<file path="config.mk">
export PLATFORM = sky130hd
export DESIGN_NAME = mem_port_arbiter_flat
export DESIGN_NICKNAME = d
export VERILOG_FILES = /design/src/rtl/mem_port_arbiter_if.sv /design/src/rtl/mem_port_arbiter.sv /design/src/flat_wrapper.sv
export SDC_FILE = /design/constraint.sdc
export NUM_CORES = 1
export LEC_CHECK = 0
export CAP_MARGIN = 0
export CORE_MARGIN = 2
export CORE_UTILIZATION = 44
export CTS_CLUSTER_DIAMETER = 120
export CTS_CLUSTER_SIZE = 12
export DETAILED_ROUTE_END_ITERATION = 16
export PLACE_DENSITY = 0.91
export SLEW_MARGIN = 20
export SYNTH_ARGS = -nofsm -noshare
export SYNTH_HDL_FRONTEND = slang
export SYNTH_SLANG_ARGS = --single-unit
</file>
<file path="constraint.sdc">
create_clock -name clk_i -period 4.15 [get_ports clk_i]
set_input_delay 0.83 -clock clk_i [delete_from_list [all_inputs] [get_ports clk_i]]
set_output_delay 0.83 -clock clk_i [all_outputs]
set_load 0.05 [all_outputs]
</file>
<file path="src/rtl/mem_port_arbiter_if.sv">
// rtl/mem_port_arbiter_if.sv - IF/DM request ports and backing-memory bus shared by the memory port arbiter
interface mem_port_arbiter_if #(
  parameter int ADDR_W = 32,
  parameter int DATA_W = 32
);
  // Instruction-fetch port (read only)
  logic              if_req_i;
  logic [ADDR_W-1:0] if_addr_i;
  logic [DATA_W-1:0] if_rdata_o;
  logic              if_ready_o;

  // Data-memory port (read or write)
  logic              dm_req_i;
  logic              dm_we_i;
  logic [ADDR_W-1:0] dm_addr_i;
  logic [DATA_W-1:0] dm_wdata_i;
  logic [DATA_W-1:0] dm_rdata_o;
  logic              dm_ready_o;

  // Backing-memory side
  logic              mem_req_o;
  logic              mem_we_o;
  logic [ADDR_W-1:0] mem_addr_o;
  logic [DATA_W-1:0] mem_wdata_o;
  logic [DATA_W-1:0] mem_rdata_i;
  logic              mem_ack_i;

  // Arbiter view
  modport slave (
    input  if_req_i, if_addr_i,
    output if_rdata_o, if_ready_o,
    input  dm_req_i, dm_we_i, dm_addr_i, dm_wdata_i,
    output dm_rdata_o, dm_ready_o,
    output mem_req_o, mem_we_o, mem_addr_o, mem_wdata_o,
    input  mem_rdata_i, mem_ack_i
  );

  // Pipeline and memory view
  modport master (
    output if_req_i, if_addr_i,
    input  if_rdata_o, if_ready_o,
    output dm_req_i, dm_we_i, dm_addr_i, dm_wdata_i,
    input  dm_rdata_o, dm_ready_o,
    input  mem_req_o, mem_we_o, mem_addr_o, mem_wdata_o,
    output mem_rdata_i, mem_ack_i
  );
endinterface

</file>
<file path="src/rtl/mem_port_arbiter.sv">
// rtl/mem_port_arbiter.sv - IF/DM arbiter for a single-ported variable-latency memory; MEM_ARB_RR_EN selects round-robin on conflicts
module mem_port_arbiter #(
  parameter int ADDR_W = 32,
  parameter int DATA_W = 32,
  parameter int CNT_W  = 16
) (
  input  logic                clk_i,
  input  logic                rst_i,
  mem_port_arbiter_if.slave   bus,
  output logic [CNT_W-1:0]    conflict_cnt_o
);

  typedef enum logic [1:0] {
    IDLE    = 2'd0,
    BUSY_IF = 2'd1,
    BUSY_DM = 2'd2,
    RESP    = 2'd3
  } state_t;

  state_t            state_q, state_d;

  logic              mem_req_q,   mem_req_d;
  logic              mem_we_q,    mem_we_d;
  logic [ADDR_W-1:0] mem_addr_q,  mem_addr_d;
  logic [DATA_W-1:0] mem_wdata_q, mem_wdata_d;
  logic [DATA_W-1:0] if_rdata_q,  if_rdata_d;
  logic [DATA_W-1:0] dm_rdata_q,  dm_rdata_d;
  logic              if_ready_q,  if_ready_d;
  logic              dm_ready_q,  dm_ready_d;
  logic [CNT_W-1:0]  cnt_q,       cnt_d;

  logic              conflict;
  logic              any_req;
  logic              grant_dm;

  assign conflict = bus.if_req_i & bus.dm_req_i;
  assign any_req  = bus.if_req_i | bus.dm_req_i;

`ifdef MEM_ARB_RR_EN
  // rr_dm_q=1: the next conflict goes to DM
  logic rr_dm_q, rr_dm_d;

  assign grant_dm = bus.dm_req_i & (~bus.if_req_i | rr_dm_q);

  // Pointer moves to the other port after each grant made in a conflict cycle
  always_comb begin
    rr_dm_d = rr_dm_q;
    if (state_q == IDLE && conflict) begin
      rr_dm_d = ~grant_dm;
    end
  end

  // Pointer register; DM is favoured out of reset
  always_ff @(posedge clk_i) begin
    if (rst_i) begin
      rr_dm_q <= 1'b1;
    end else begin
      rr_dm_q <= rr_dm_d;
    end
  end
`else
  assign grant_dm = bus.dm_req_i;
`endif

  // Next state and next register values; request inputs only matter in IDLE
  always_comb begin
    state_d     = state_q;
    mem_req_d   = mem_req_q;
    mem_we_d    = mem_we_q;
    mem_addr_d  = mem_addr_q;
    mem_wdata_d = mem_wdata_q;
    if_rdata_d  = if_rdata_q;
    dm_rdata_d  = dm_rdata_q;
    if_ready_d  = 1'b0;
    dm_ready_d  = 1'b0;
    cnt_d       = cnt_q;

    case (state_q)
      IDLE: begin
        if (conflict && (cnt_q != {CNT_W{1'b1}})) begin
          cnt_d = cnt_q + 1'b1;
        end
        if (any_req) begin
          mem_req_d = 1'b1;
          if (grant_dm) begin
            mem_we_d    = bus.dm_we_i;
            mem_addr_d  = bus.dm_addr_i;
            mem_wdata_d = bus.dm_wdata_i;
            state_d     = BUSY_DM;
          end else begin
            mem_we_d    = 1'b0;
            mem_addr_d  = bus.if_addr_i;
            state_d     = BUSY_IF;
          end
        end
      end

      BUSY_IF: begin
        if (bus.mem_ack_i) begin
          mem_req_d  = 1'b0;
          if_rdata_d = bus.mem_rdata_i;
          if_ready_d = 1'b1;
          state_d    = RESP;
        end
      end

      BUSY_DM: begin
        if (bus.mem_ack_i) begin
          mem_req_d  = 1'b0;
          dm_ready_d = 1'b1;
          state_d    = RESP;
          if (!mem_we_q) begin
            dm_rdata_d = bus.mem_rdata_i;
          end
        end
      end

      RESP: begin
        state_d = IDLE;
      end

      default: begin
        state_d = IDLE;
      end
    endcase
  end

  // State register
  always_ff @(posedge clk_i) begin
    if (rst_i) begin
      state_q <= IDLE;
    end else begin
      state_q <= state_d;
    end
  end

  // Memory-side, response and counter registers; a reset drops any access in flight
  always_ff @(posedge clk_i) begin
    if (rst_i) begin
      mem_req_q   <= 1'b0;
      mem_we_q    <= 1'b0;
      mem_addr_q  <= '0;
      mem_wdata_q <= '0;
      if_rdata_q  <= '0;
      dm_rdata_q  <= '0;
      if_ready_q  <= 1'b0;
      dm_ready_q  <= 1'b0;
      cnt_q       <= '0;
    end else begin
      mem_req_q   <= mem_req_d;
      mem_we_q    <= mem_we_d;
      mem_addr_q  <= mem_addr_d;
      mem_wdata_q <= mem_wdata_d;
      if_rdata_q  <= if_rdata_d;
      dm_rdata_q  <= dm_rdata_d;
      if_ready_q  <= if_ready_d;
      dm_ready_q  <= dm_ready_d;
      cnt_q       <= cnt_d;
    end
  end

  assign bus.mem_req_o   = mem_req_q;
  assign bus.mem_we_o    = mem_we_q;
  assign bus.mem_addr_o  = mem_addr_q;
  assign bus.mem_wdata_o = mem_wdata_q;
  assign bus.if_rdata_o  = if_rdata_q;
  assign bus.if_ready_o  = if_ready_q;
  assign bus.dm_rdata_o  = dm_rdata_q;
  assign bus.dm_ready_o  = dm_ready_q;
  assign conflict_cnt_o  = cnt_q;

  // Only one port can ever be completing
  a_one_ready: assert property (@(posedge clk_i) !(if_ready_q && dm_ready_q));

  // An outstanding memory request keeps its address until acknowledged
  a_req_hold: assert property (@(posedge clk_i) disable iff (rst_i)
    (mem_req_q && !bus.mem_ack_i) |=> (mem_req_q && $stable(mem_addr_q)));

endmodule

</file>
<file path="src/flat_wrapper.sv">
// flat-port wrapper written by rule: the top's interface ports become plain ports
module mem_port_arbiter_flat 
#(
  parameter int ADDR_W = 32,
  parameter int DATA_W = 32,
  parameter int CNT_W  = 16
)
  (clk_i, rst_i, conflict_cnt_o, bus_if_req_i, bus_if_addr_i, bus_if_rdata_o, bus_if_ready_o, bus_dm_req_i, bus_dm_we_i, bus_dm_addr_i, bus_dm_wdata_i, bus_dm_rdata_o, bus_dm_ready_o, bus_mem_req_o, bus_mem_we_o, bus_mem_addr_o, bus_mem_wdata_o, bus_mem_rdata_i, bus_mem_ack_i);
  mem_port_arbiter_if #(.ADDR_W(ADDR_W), .DATA_W(DATA_W)) bus_i ();
  input  logic clk_i;
  input  logic rst_i;
  output logic [CNT_W-1:0] conflict_cnt_o;
  input wire logic [$bits(bus_i.if_req_i)-1:0] bus_if_req_i;
  input wire logic [$bits(bus_i.if_addr_i)-1:0] bus_if_addr_i;
  output wire logic [$bits(bus_i.if_rdata_o)-1:0] bus_if_rdata_o;
  output wire logic [$bits(bus_i.if_ready_o)-1:0] bus_if_ready_o;
  input wire logic [$bits(bus_i.dm_req_i)-1:0] bus_dm_req_i;
  input wire logic [$bits(bus_i.dm_we_i)-1:0] bus_dm_we_i;
  input wire logic [$bits(bus_i.dm_addr_i)-1:0] bus_dm_addr_i;
  input wire logic [$bits(bus_i.dm_wdata_i)-1:0] bus_dm_wdata_i;
  output wire logic [$bits(bus_i.dm_rdata_o)-1:0] bus_dm_rdata_o;
  output wire logic [$bits(bus_i.dm_ready_o)-1:0] bus_dm_ready_o;
  output wire logic [$bits(bus_i.mem_req_o)-1:0] bus_mem_req_o;
  output wire logic [$bits(bus_i.mem_we_o)-1:0] bus_mem_we_o;
  output wire logic [$bits(bus_i.mem_addr_o)-1:0] bus_mem_addr_o;
  output wire logic [$bits(bus_i.mem_wdata_o)-1:0] bus_mem_wdata_o;
  input wire logic [$bits(bus_i.mem_rdata_i)-1:0] bus_mem_rdata_i;
  input wire logic [$bits(bus_i.mem_ack_i)-1:0] bus_mem_ack_i;
  assign bus_i.if_req_i = bus_if_req_i;
  assign bus_i.if_addr_i = bus_if_addr_i;
  assign bus_if_rdata_o = bus_i.if_rdata_o;
  assign bus_if_ready_o = bus_i.if_ready_o;
  assign bus_i.dm_req_i = bus_dm_req_i;
  assign bus_i.dm_we_i = bus_dm_we_i;
  assign bus_i.dm_addr_i = bus_dm_addr_i;
  assign bus_i.dm_wdata_i = bus_dm_wdata_i;
  assign bus_dm_rdata_o = bus_i.dm_rdata_o;
  assign bus_dm_ready_o = bus_i.dm_ready_o;
  assign bus_mem_req_o = bus_i.mem_req_o;
  assign bus_mem_we_o = bus_i.mem_we_o;
  assign bus_mem_addr_o = bus_i.mem_addr_o;
  assign bus_mem_wdata_o = bus_i.mem_wdata_o;
  assign bus_i.mem_rdata_i = bus_mem_rdata_i;
  assign bus_i.mem_ack_i = bus_mem_ack_i;
  mem_port_arbiter #(.ADDR_W(ADDR_W), .DATA_W(DATA_W), .CNT_W(CNT_W)) u_core (.clk_i(clk_i), .rst_i(rst_i), .bus(bus_i), .conflict_cnt_o(conflict_cnt_o));
endmodule
</file>
==> metrics.txt <==
Port Buffer Count 281; antenna cell count 0; power per cell area 619.0 nW/um^2; grt ovf 0; CP delay by family, top buffers and inverters; CTS tree yes; worst skew pair latency 0.42 ns; Hold WC Path Type reg2reg; post-CTS setup buffer count 0; most common flop cell mapped by yosys dfxtp_1; post-synth cell types 33; DRC 0; Iter 0 DRT Violations 361; GRT Total Usage 0.2547; first-pass GRT wire length 28,690 microns; Post-synth EDFFs 0; initial antenna violation count 0; unrepaired setup endpoints after global routing false; chip height 118.6 microns; Clock Skews 0.007989 ns; H-tree depth 4; r2r setup slk 1.95 ns; Worst EP arrival 1.78 ns; Crit Path Category reg2out; Max FO, Critical Path 8; endpoint class of the critical path primary output; Hold Path End u_core.bus.dm_rdata_o[9]; syn_area_per_cell 8.346 sq um; hold path startpoint u_core.bus.dm_rdata_o[9]; register area share after synthesis 0.5199; slowest stage delay, CP 0.87 ns; Least-Margin Pin Slew 1.076 ns; Mapped Area 5776 sq um; crit start category register; Final Power 5.749 mW; minimum hold slack 0.4523 ns; die area 14,060 sq um; headroom to the max-slew limit 0.2812; crit-path cells clkdlybuf4s50_1; critical path required time 3.32 ns; GP Congestion 0.8143; multi-input logic area 2555 sq um; commonest non-fill, non-tap cell in the layout clkdlybuf4s50_1; ANT nets after route 0; Worst-path clk slew 0.06 ns; Initial Util 0.4540; cell taking the most area after synthesis dfxtp_1; WL/cell 16.03 microns; synth top area cells dfxtp_1 52%, nand2_1 13%, a21oi_1 10%; vias per std cell 5.140; largest net degree at the start of global routing 94; hpwl dp 12,290 microns; most frequent cells in the layout 279 x clkdlybuf4s50_1, 203 x nand2_1, 150 x dfxtp_1; I/O pin count 282; CTS Buffer Depth 2; Period Utilization, post-route 0.6283; CTS buffer count 17; RR Endpoint u_core.bus.mem_addr_o[24]; post-layout minimum cycle time 2.607 ns; Total Nets Final 1,084; Async S/R FF share, synth 0; FF+latch area 3003 sq um; Post-Synthesis Cells 692; Fmax achieved 383.5 MHz; worst reg2reg path depth 6; reg2reg start u_core.state_q[0]; # setup viols final 0; Fin. Hold Viols 0; Filler cells 929; hold path depth 2; post-CTS sizing 0; syn_nets 830; First-pass DRT Iterations 4; Sink Count 150; Cell Rows 41; routed wire length 18,110 microns; FF+latch count, synth 150; Core Area 12,720 sq um; status finished, final reports clean; final-report max-slew violation count 0; vias in the first global route 5,813; routed via count 5,808; CP bufs+invs 1; Max Cap Violations 0; setup TNS 0 ns; Area growth syn-to-layout 60.79%; static leakage 3.368 nW; warnings from Yosys 0; chip width 118.6 microns; critical path's slowest cell clkdlybuf4s50_1; Yosys top cell area share 0.5199; Peak VDD IR 528.9 uV; hold_buf cts 0; root buf cell clkbuf_16; layout cell share with drive strength beyond 1 0.05324
[logic make-up (layout without fill, tap and decap cells)]
family / count (synthesis) / count (layout) / synth area share
simple gates: 282 / 282 / 0.2073
compound gates: 167 / 167 / 0.1664
flops: 150 / 150 / 0.5199
buf+inv: 55 / 321 / 0.03899
mux: 33 / 33 / 0.05719
fa+ha+maj: 4 / 4 / 0.008666
xor+xnor: 1 / 1 / 0.001517
[registers in the layout, summed over array words and instances, names as in the netlist]
name                    count
u_core.bus.dm_rdata_o      32
u_core.bus.if_rdata_o      32
u_core.bus.mem_addr_o      32
u_core.bus.mem_wdata_o     32
u_core.conflict_cnt_o      16
u_core.state_q              2
u_core.bus.dm_ready_o       1
u_core.bus.if_ready_o       1
u_core.bus.mem_req_o        1
u_core.bus.mem_we_o         1
[metal layers]
| metal | vias to the layer above | GRT usage | share of wire |
|---|---|---|---|
| li1 | 2850 | - | - |
| met4 | 0 | 0.1079 | 0.029 |
| met5 | - | 0 | 0 |
| met3 | 37 | 0.09797 | 0.095 |
| met2 | 250 | 0.4626 | 0.51 |
| met1 | 2671 | 0.2585 | 0.36 |
[worst max path at each step]
stage	start	end	slack, ns	cells past startpoint
floorplan	u_core.conflict_cnt_o[0]	u_core.conflict_cnt_o[1]	2.06	6
global placement	bus_if_req_i	u_core.bus.mem_addr_o[21]	1.46	5
detailed placement	bus_if_req_i	u_core.bus.mem_addr_o[26]	1.33	5
CTS	u_core.conflict_cnt_o[2]	conflict_cnt_o[2]	1.54	1
global route	u_core.conflict_cnt_o[2]	conflict_cnt_o[2]	1.51	1
finish	u_core.conflict_cnt_o[2]	conflict_cnt_o[2]	1.54	1
[power by group]
group,switching [mW],internal (mW)
Combinational,1.51,0.748
Clock,0.574,1.08
Sequential,0.136,1.70
[metrics by stage]
stage,setup WS [ns],std cells,util,area (sq um)
3_3_place_gp,1.459,1099,0.6791,8640
5_1_grt,1.506,1130,0.7299,9286
4_1_cts,1.535,1130,0.7296,9283
2_1_floorplan,2.062,692,-,5776
6_report,1.543,1130,0.7299,9286
3_5_place_dp,1.332,1099,0.6791,8640
[synth_stat cells, types with 2 or more instances]
cell / count
a211oi_1: 32
a21oi_1: 116
and2_1: 2
and3_2: 2
and4_4: 2
buf_1: 5
buf_2: 9
clkbuf_1: 36
dfxtp_1: 150
ha_1: 4
inv_1: 4
mux2i_1: 33
nand2_1: 204
nand2b_1: 3
nand3_1: 3
nand3_2: 2
nand4_1: 6
nor2_1: 38
nor3_1: 3
o21ai_0: 7
o21ai_1: 2
o31ai_1: 6
or2_2: 2
or3_1: 8
or4_1: 5
[cell type report]
cell class	instances	share of cell area
Timing Repair Buffer	286	0.3075
Tap cell	172	0.02317
Clock buffer	24	0.05403
Clock inverter	7	0.01523
Multi-Input combinational cell	487	0.2751
Inverter	4	0.001617
Sequential cell	150	0.3234
Power figures use the tool's default switching activity.
